### src/rtl/dlfloat_pkg.sv
// Shared DLFloat16 types and constants for the MAC operand path.
// Word layout: sign[15], exp[14:9], mant[8:0].
package dlfloat_pkg;

  localparam int unsigned EXP_W  = 6;
  localparam int unsigned MANT_W = 9;

  typedef logic [15:0] dlfloat16_t;

  localparam dlfloat16_t DLF_ZERO     = 16'h0000;
  localparam dlfloat16_t DLF_NEG_ZERO = 16'h8000;

  typedef struct packed {
    dlfloat16_t a;
    dlfloat16_t b;
    logic       last;
  } dlf_pair_t;

  // Only -0 is rewritten; subnormal-looking encodings pass through untouched.
  function automatic dlfloat16_t dlf_canon(input dlfloat16_t x);
    return (x == DLF_NEG_ZERO) ? DLF_ZERO : x;
  endfunction

endpackage

### src/rtl/dlf_sync_fifo.sv
// Synchronous circular-buffer FIFO of operand pairs; head entry is always visible on rdata.
module dlf_sync_fifo
  import dlfloat_pkg::*;
#(
  parameter int unsigned DEPTH = 4
) (
  input  logic                     clk,
  input  logic                     rst,
  input  logic                     push,
  input  dlf_pair_t                wdata,
  input  logic                     pop,
  output dlf_pair_t                rdata,
  output logic                     full,
  output logic                     empty,
  output logic [$clog2(DEPTH):0]   count
);

  localparam int unsigned PtrW = $clog2(DEPTH);
  localparam int unsigned CntW = PtrW + 1;

  dlf_pair_t       mem_q [DEPTH];
  logic [PtrW-1:0] wr_ptr_q, rd_ptr_q;
  logic [CntW-1:0] count_q, count_d;
  logic            do_push, do_pop;

  assign full    = (count_q == CntW'(DEPTH));
  assign empty   = (count_q == '0);
  assign do_push = push & ~full;
  assign do_pop  = pop & ~empty;
  assign rdata   = mem_q[rd_ptr_q];
  assign count   = count_q;

  always_comb begin
    count_d = count_q;
    unique case ({do_push, do_pop})
      2'b10:   count_d = count_q + CntW'(1);
      2'b01:   count_d = count_q - CntW'(1);
      default: count_d = count_q;
    endcase
  end

  always_ff @(posedge clk) begin
    if (rst) begin
      wr_ptr_q <= '0;
      rd_ptr_q <= '0;
      count_q  <= '0;
      for (int unsigned i = 0; i < DEPTH; i++) begin
        mem_q[i] <= '0;
      end
    end else begin
      count_q <= count_d;
      if (do_push) begin
        mem_q[wr_ptr_q] <= wdata;
        wr_ptr_q        <= wr_ptr_q + PtrW'(1);
      end
      if (do_pop) begin
        rd_ptr_q <= rd_ptr_q + PtrW'(1);
      end
    end
  end

endmodule

### src/rtl/dlfloat_operand_loader.sv
// Pairs a DLFloat16 word stream into (a, b) operands for dlfloat_mac,
// canonicalising -0 and buffering completed pairs in a small FIFO.
module dlfloat_operand_loader
  import dlfloat_pkg::*;
#(
  parameter int unsigned DEPTH = 4
) (
  input  logic                   clk,
  input  logic                   rst,
  input  logic [15:0]            in_data,
  input  logic                   in_valid,
  output logic                   in_ready,
  input  logic                   in_last,
  output logic [15:0]            out_a,
  output logic [15:0]            out_b,
  output logic                   out_last,
  output logic                   out_valid,
  input  logic                   out_ready,
  output logic [$clog2(DEPTH):0] count,
  output logic                   pair_error
);

  typedef enum logic {PhA, PhB} phase_e;

  phase_e     phase_q;
  dlfloat16_t a_hold_q;
  logic       pair_error_q;
  logic       in_fire, push, pop, fifo_full, fifo_empty;
  dlf_pair_t  push_pair, head_pair;

  // in_ready depends only on registered state, never on out_ready.
  assign in_ready  = (phase_q == PhA) || !fifo_full;
  assign in_fire   = in_valid & in_ready;
  assign push      = in_fire & (phase_q == PhB);
  assign pop       = out_valid & out_ready;

  assign push_pair = '{a: dlf_canon(a_hold_q), b: dlf_canon(in_data), last: in_last};

  always_ff @(posedge clk) begin
    if (rst) begin
      phase_q      <= PhA;
      a_hold_q     <= DLF_ZERO;
      pair_error_q <= 1'b0;
    end else begin
      pair_error_q <= 1'b0;
      if (in_fire) begin
        unique case (phase_q)
          PhA: begin
            // A last marker on an a-word cannot close a pair: drop it and flag.
            if (in_last) begin
              pair_error_q <= 1'b1;
            end else begin
              a_hold_q <= in_data;
              phase_q  <= PhB;
            end
          end
          PhB: phase_q <= PhA;
          default: phase_q <= PhA;
        endcase
      end
    end
  end

  dlf_sync_fifo #(
    .DEPTH (DEPTH)
  ) u_fifo (
    .clk   (clk),
    .rst   (rst),
    .push  (push),
    .wdata (push_pair),
    .pop   (pop),
    .rdata (head_pair),
    .full  (fifo_full),
    .empty (fifo_empty),
    .count (count)
  );

  assign out_a      = head_pair.a;
  assign out_b      = head_pair.b;
  assign out_last   = head_pair.last;
  assign out_valid  = !fifo_empty;
  assign pair_error = pair_error_q;

endmodule
### config.mk
export PLATFORM = sky130hd
export DESIGN_NAME = dlfloat_operand_loader
export DESIGN_NICKNAME = d
export VERILOG_FILES = /design/src/rtl/dlfloat_pkg.sv /design/src/rtl/dlf_sync_fifo.sv /design/src/rtl/dlfloat_operand_loader.sv
export SDC_FILE = /design/constraint.sdc
export NUM_CORES = 1
export LEC_CHECK = 0
export ABC_CLOCK_PERIOD_IN_PS = 5100
export BUFFER_PORTS_ARGS = -buffer_cell sky130_fd_sc_hd__buf_2
export CAP_MARGIN = 20
export CELL_PAD_IN_SITES_DETAIL_PLACEMENT = 2
export CELL_PAD_IN_SITES_GLOBAL_PLACEMENT = 2
export CORE_UTILIZATION = 46
export CTS_CLUSTER_DIAMETER = 50
export CTS_CLUSTER_SIZE = 10
export DETAILED_ROUTE_END_ITERATION = 8
export MAX_ROUTING_LAYER = met4
export PLACE_DENSITY_LB_ADDON = 0.1
export SYNTH_ARGS = -nofsm -noshare
export SYNTH_HDL_FRONTEND = slang
export SYNTH_SLANG_ARGS = --single-unit
export TNS_END_PERCENT = 30
### constraint.sdc
create_clock -name clk -period 5.1 [get_ports clk]
set_clock_uncertainty 0.2 [all_clocks]
set_input_delay 0.765 -clock clk [delete_from_list [all_inputs] [get_ports clk]]
set_output_delay 0.765 -clock clk [all_outputs]
set_load 0.05 [all_outputs]
# After elaboration in Yosys (flattened, before gate mapping)
# Memory sizes are Yosys's and may differ from the RTL's. A register that Yosys moved wholly into a read port is not among the register bits.
# Cells that the tools add are included.
# word_totals
register_bits	25
mem_bits_rw	132
input_bits	21
out_inout_bits	39
word_cells	50
n_memories	1
# memory_table
memory	words	width	rd	rd_ports_with_merged_regs	write_ports	line_no	source
u_fifo.mem_q	4	33	1	1	4	dlf_sync_fifo.sv:21	dlf_pair_t mem_q [DEPTH];
# classes
addsub	4
eq_ne	5
n_mux	16
n_bitwise	10
n_reduce_logical	8
# op_table
cell	n
$mux 33	1
$reduce_or 33->1	1
$eq 16x16->1 const B	2
$mux 16	2
$mux 1	8
$mux 2	3
$pmux 3 s2	1
$and 1x1->1	5
$not 1->1	5
$add 2x1->2 const B	2
$add 3x1->3 const B	1
$eq 3x3->1 const B	1
$logic_not 3->1	1
$reduce_and 3->1	1
$reduce_or 3->1	1
$sub 3x1->3 const B	1
$eq 2x1->1 const B	1
$eq 2x2->1 const B	1
$logic_not 1->1	2
$pmux 1 s2	1
$reduce_bool 2->1	1
$logic_or 1x1->1	1

# Depth between registers and ports, before layout
# logic_depth
word_depth	11
ltp_mapped	9

# Cells and area by module
# A second synthesis with hierarchy kept.
# hier_totals
hier_cells	494
area_unflattened_um2	7033.0
# modules_own_cells
mod	n_inst	cells_each	area_per_inst_um2	seq_area_each_um2
dlf_sync_fifo	1	371	6177.2	4144.0
dlfloat_operand_loader	1	123	855.8	360.3

# Least setup slack after synthesis
# No wires, ideal clock.
# synth_path
path_type	reg-to-reg
from	register u_fifo.count_q[2], in the netlist u_fifo.count[2]
to	register u_fifo.count_q[2], in the netlist u_fifo.count[2]
setup_time_ns	0.070
arrival_ns	2.648
slack_ns	2.182
stages_incl_launch_ff	10
n_path_buf	0
cell_sequence	dfxtp_1 or3b_4 and3_4 inv_1 ha_1 inv_1 fa_1 xor2_1 or3_2 a21oi_1
# synth_between
elab_chain_len	8
elab_cells_between_ends	18
classes_between	2 x add/sub; 3 x eq/ne; 1 x mux; 7 x bitwise; 5 x reduce/logical
# synth_lines
item	line_no	source
start: declaration	dlf_sync_fifo.sv:23	logic [CntW-1:0] count_q, count_d;
start signal: assignment	dlf_sync_fifo.sv:51	count_q <= count_d;
$eq 3x3->1	dlf_sync_fifo.sv:26	assign full = (count_q == CntW'(DEPTH));
$logic_not 1->1	dlfloat_operand_loader.sv:32	assign in_ready = (phase_q == PhA) || !fifo_full;
$logic_or 1x1->1	dlfloat_operand_loader.sv:32	
$and 1x1->1	dlfloat_operand_loader.sv:33	assign in_fire = in_valid & in_ready;
$and 1x1->1	dlfloat_operand_loader.sv:34	assign push = in_fire & (phase_q == PhB);
$and 1x1->1	dlf_sync_fifo.sv:28	assign do_push = push & ~full;
$eq 2x1->1 or $eq 2x2->1 (tied branches)	dlf_sync_fifo.sv:35	unique case ({do_push, do_pop})
$pmux 3 s2 or $reduce_bool 2->1 (tied branches)	n/a	
# Parallel ways exist; a longest one is shown, timed or not.
# A chain may end at the register's enable or synchronous reset.

==> impl_metrics.toml <==
[clock_network]
ctsHoldBuffers = 0
cts.clk_slew.worst_paths_ps = 70
cts_buffers = 17
clk_latency_ps = 430
cts_tree = "yes"
clock_path_buffers = 2
cts_resized = 0
cts_sinks = 159
post_cts_buffers = 0
h-tree-depth = 4
root_buffer = "clkbuf_16"

[synth]
synth_area_sq_mm = 0.00701
synthCells = 472
yosysTopAreaCellShare = 0.566
synth_edf_count = 132
synth_nets = 495
ys_ff_latch = 159
yosysSeqAreaShare = 0.643
synthFlopType = "edfxtp_1"
syn-mean-instance-area_sq_um = 14.8
yosysWarnings = 0
synth_cell_type_count = 43
yosysMostFrequentCell = "edfxtp_1"
ys_top_cells_by_count = "edfxtp_1, and2_1, nand2_1, mux4_2, dfxtp_1"
async_flop_share = 0
yosys.area.top_type = "edfxtp_1"
synth_area_leaders = "edfxtp_1, mux4_2, dfxtp_1"

[global_route]
grt_max_degree = 36
grt_overflow_total = 0
grt_pass1_wl_um = 31100
grt_use_total = 0.284
antenna_found_initial = 0
grt_pass1_vias = 4836

[timing]
fin_crit_ps = 3590
hold_viol_final = 0
worstMarginPinSlew_ps = 1060
setup_violations = 0
rsz0062_at_grt = "false"
max_freq_ghz = 0.278
timing.final.crit_share = 0.705
slew_headroom = 0.289
slew_viol_final = 0
fin_tns_setup_ps = 0

[die]
coreArea_sq_mm = 0.0147
die_area_sq_mm = 0.0157
io_pins = 60
placement_rows = 44
fp.dieW_um = 125
start_util = 0.477
fp.dieH_um = 125

[route]
via_per_inst = 5.86
ant_nets = 0
routedWlPerCell_um = 27.5
drt_pass1_iterations = 8
route.detailed.drc = 3
wl_um = 20000
drt_iter0_markers = 233
num_vias = 4251

[finish]
antenna_cells = 0
seqCellArea_sq_mm = 0.00451
drive_gt1_frac = 0.308
n_fill_cell = 1332
multi_input_area_sq_mm = 0.00234
syn2layout_area_growth_pct = 14.5
nets = 552

[worst_setup_path]
max_stage_delay_ps = 950
worstSetupPathType = "flop to output port"
crit_required_ps = 4140
slowest_stage = "dfxtp_2"
cp-end-kind = "output port"
start_kind = "flop"
crit_fanout = 21
arrival_ps = 2630
path_cells = "buf_4 > mux4_2 > buf_2"

[flow_run]
drv_cap = 0

[pwr]
peakVddDrop_mv = 0.242
powerDensity_mw_per_mm2 = 404
leakage_nw = 3.00
total_power_w = 0.00324

[place]
dp_hpwl_um = 12000
io_buffers = 59
gp_congestion = 0.713

[status]
status = "complete, but fails checks"
violations = "DRC"

[hold_path]
min_path_type = "flop to flop"
==> critical path: cells and delay by family, from the launching register on <==
family | cells | cell delay (ps)
muxes | 1 | 570
DFF | 1 | 950
buffers and inverters | 2 | 660
==> stage by stage <==
stage	area, sq um	util	hold slack (ps)	instances	setup WS [ps]
CTS	8020	0.546	307	726	1450
global placement	7470	0.508	269	694	1890
finish	8020	0.546	304	726	1510
global route	8020	0.546	344	726	1310
detailed placement	7470	0.508	286	694	1770
floorplan	7010	-	250	472	2180
==> flip-flops by register name, indices dropped and copies added (netlist names), named ones only <==
register and flops:
a_hold_q 16, pair_error 1, phase_q 1, u_fifo.count 3
u_fifo.mem_q 132, u_fifo.rd_ptr_q 2, u_fifo.wr_ptr_q 2
==> cells by family (layout without fill, tap and decap cells) <==
group | Yosys count | count (layout) | synth area share
buf+inv | 36 | 106 | 0.0245
mux | 34 | 34 | 0.108
flops | 159 | 159 | 0.643
xor+xnor | 4 | 4 | 0.00500
simple gates | 211 | 211 | 0.193
fa+ha+maj | 2 | 2 | 0.00464
compound gates | 26 | 26 | 0.0214
==> per-layer routing <==
layer,share of wire,routed length (um),GRT usage
met1,0.43,8540,0.350
met3,0.033,655,0.0441
met2,0.52,10300,0.478
met5,0,0,-
met4,0.021,422,0.101
==> report_power, final <==
group          internal, W  switching [W]  leakage (nW)
sequential         0.00146      0.0000636          1.59
combinational     0.000156       0.000329          1.15
clock             0.000709       0.000520         0.263
total              0.00232       0.000913          3.00
==> layout by cell type, fill, tap and decap left out, types with 2 or more instances in the layout <==
cell type	count
edfxtp_1	132
and2_1	80
buf_2	59
nand2_1	39
mux4_2	33
dfxtp_1	26
and3_4	25
a21oi_1	19
and3_1	17
clkbuf_16	17
nor2_1	11
buf_4	10
nor3_1	8
nor4_1	6
inv_1	5
clkinv_1	5
nor4b_1	3
a21o_1	3
xor2_1	3
clkinvlp_4	3
clkinv_2	3
or3_2	2
and4_1	2
nor3b_1	2
nor3b_2	2
bufinv_16	2
==> path summary, 6_finish.rpt <==
check / from / slack (ps) / endpoint / depth (start not counted)
hold / removal: a_hold_q[11] / 300 / a_hold_q[11] / 2
hold reg to reg: a_hold_q[11] / 300 / a_hold_q[11] / 2
setup / recovery: flop / 1510 / out_a[13] / 3
setup reg to reg: u_fifo.count[2] / 2110 / u_fifo.count[2] / 9
==> area by class of cell <==
class	count	share of cell area
clock buffer	18	0.0535
clock inverter	14	0.0156
inverter	5	0.00234
multi-input combinational	277	0.292
sequential	159	0.562
tap	184	0.0287
timing repair buffer	69	0.0462
Note: power is estimated with default switching activity, not from simulation.
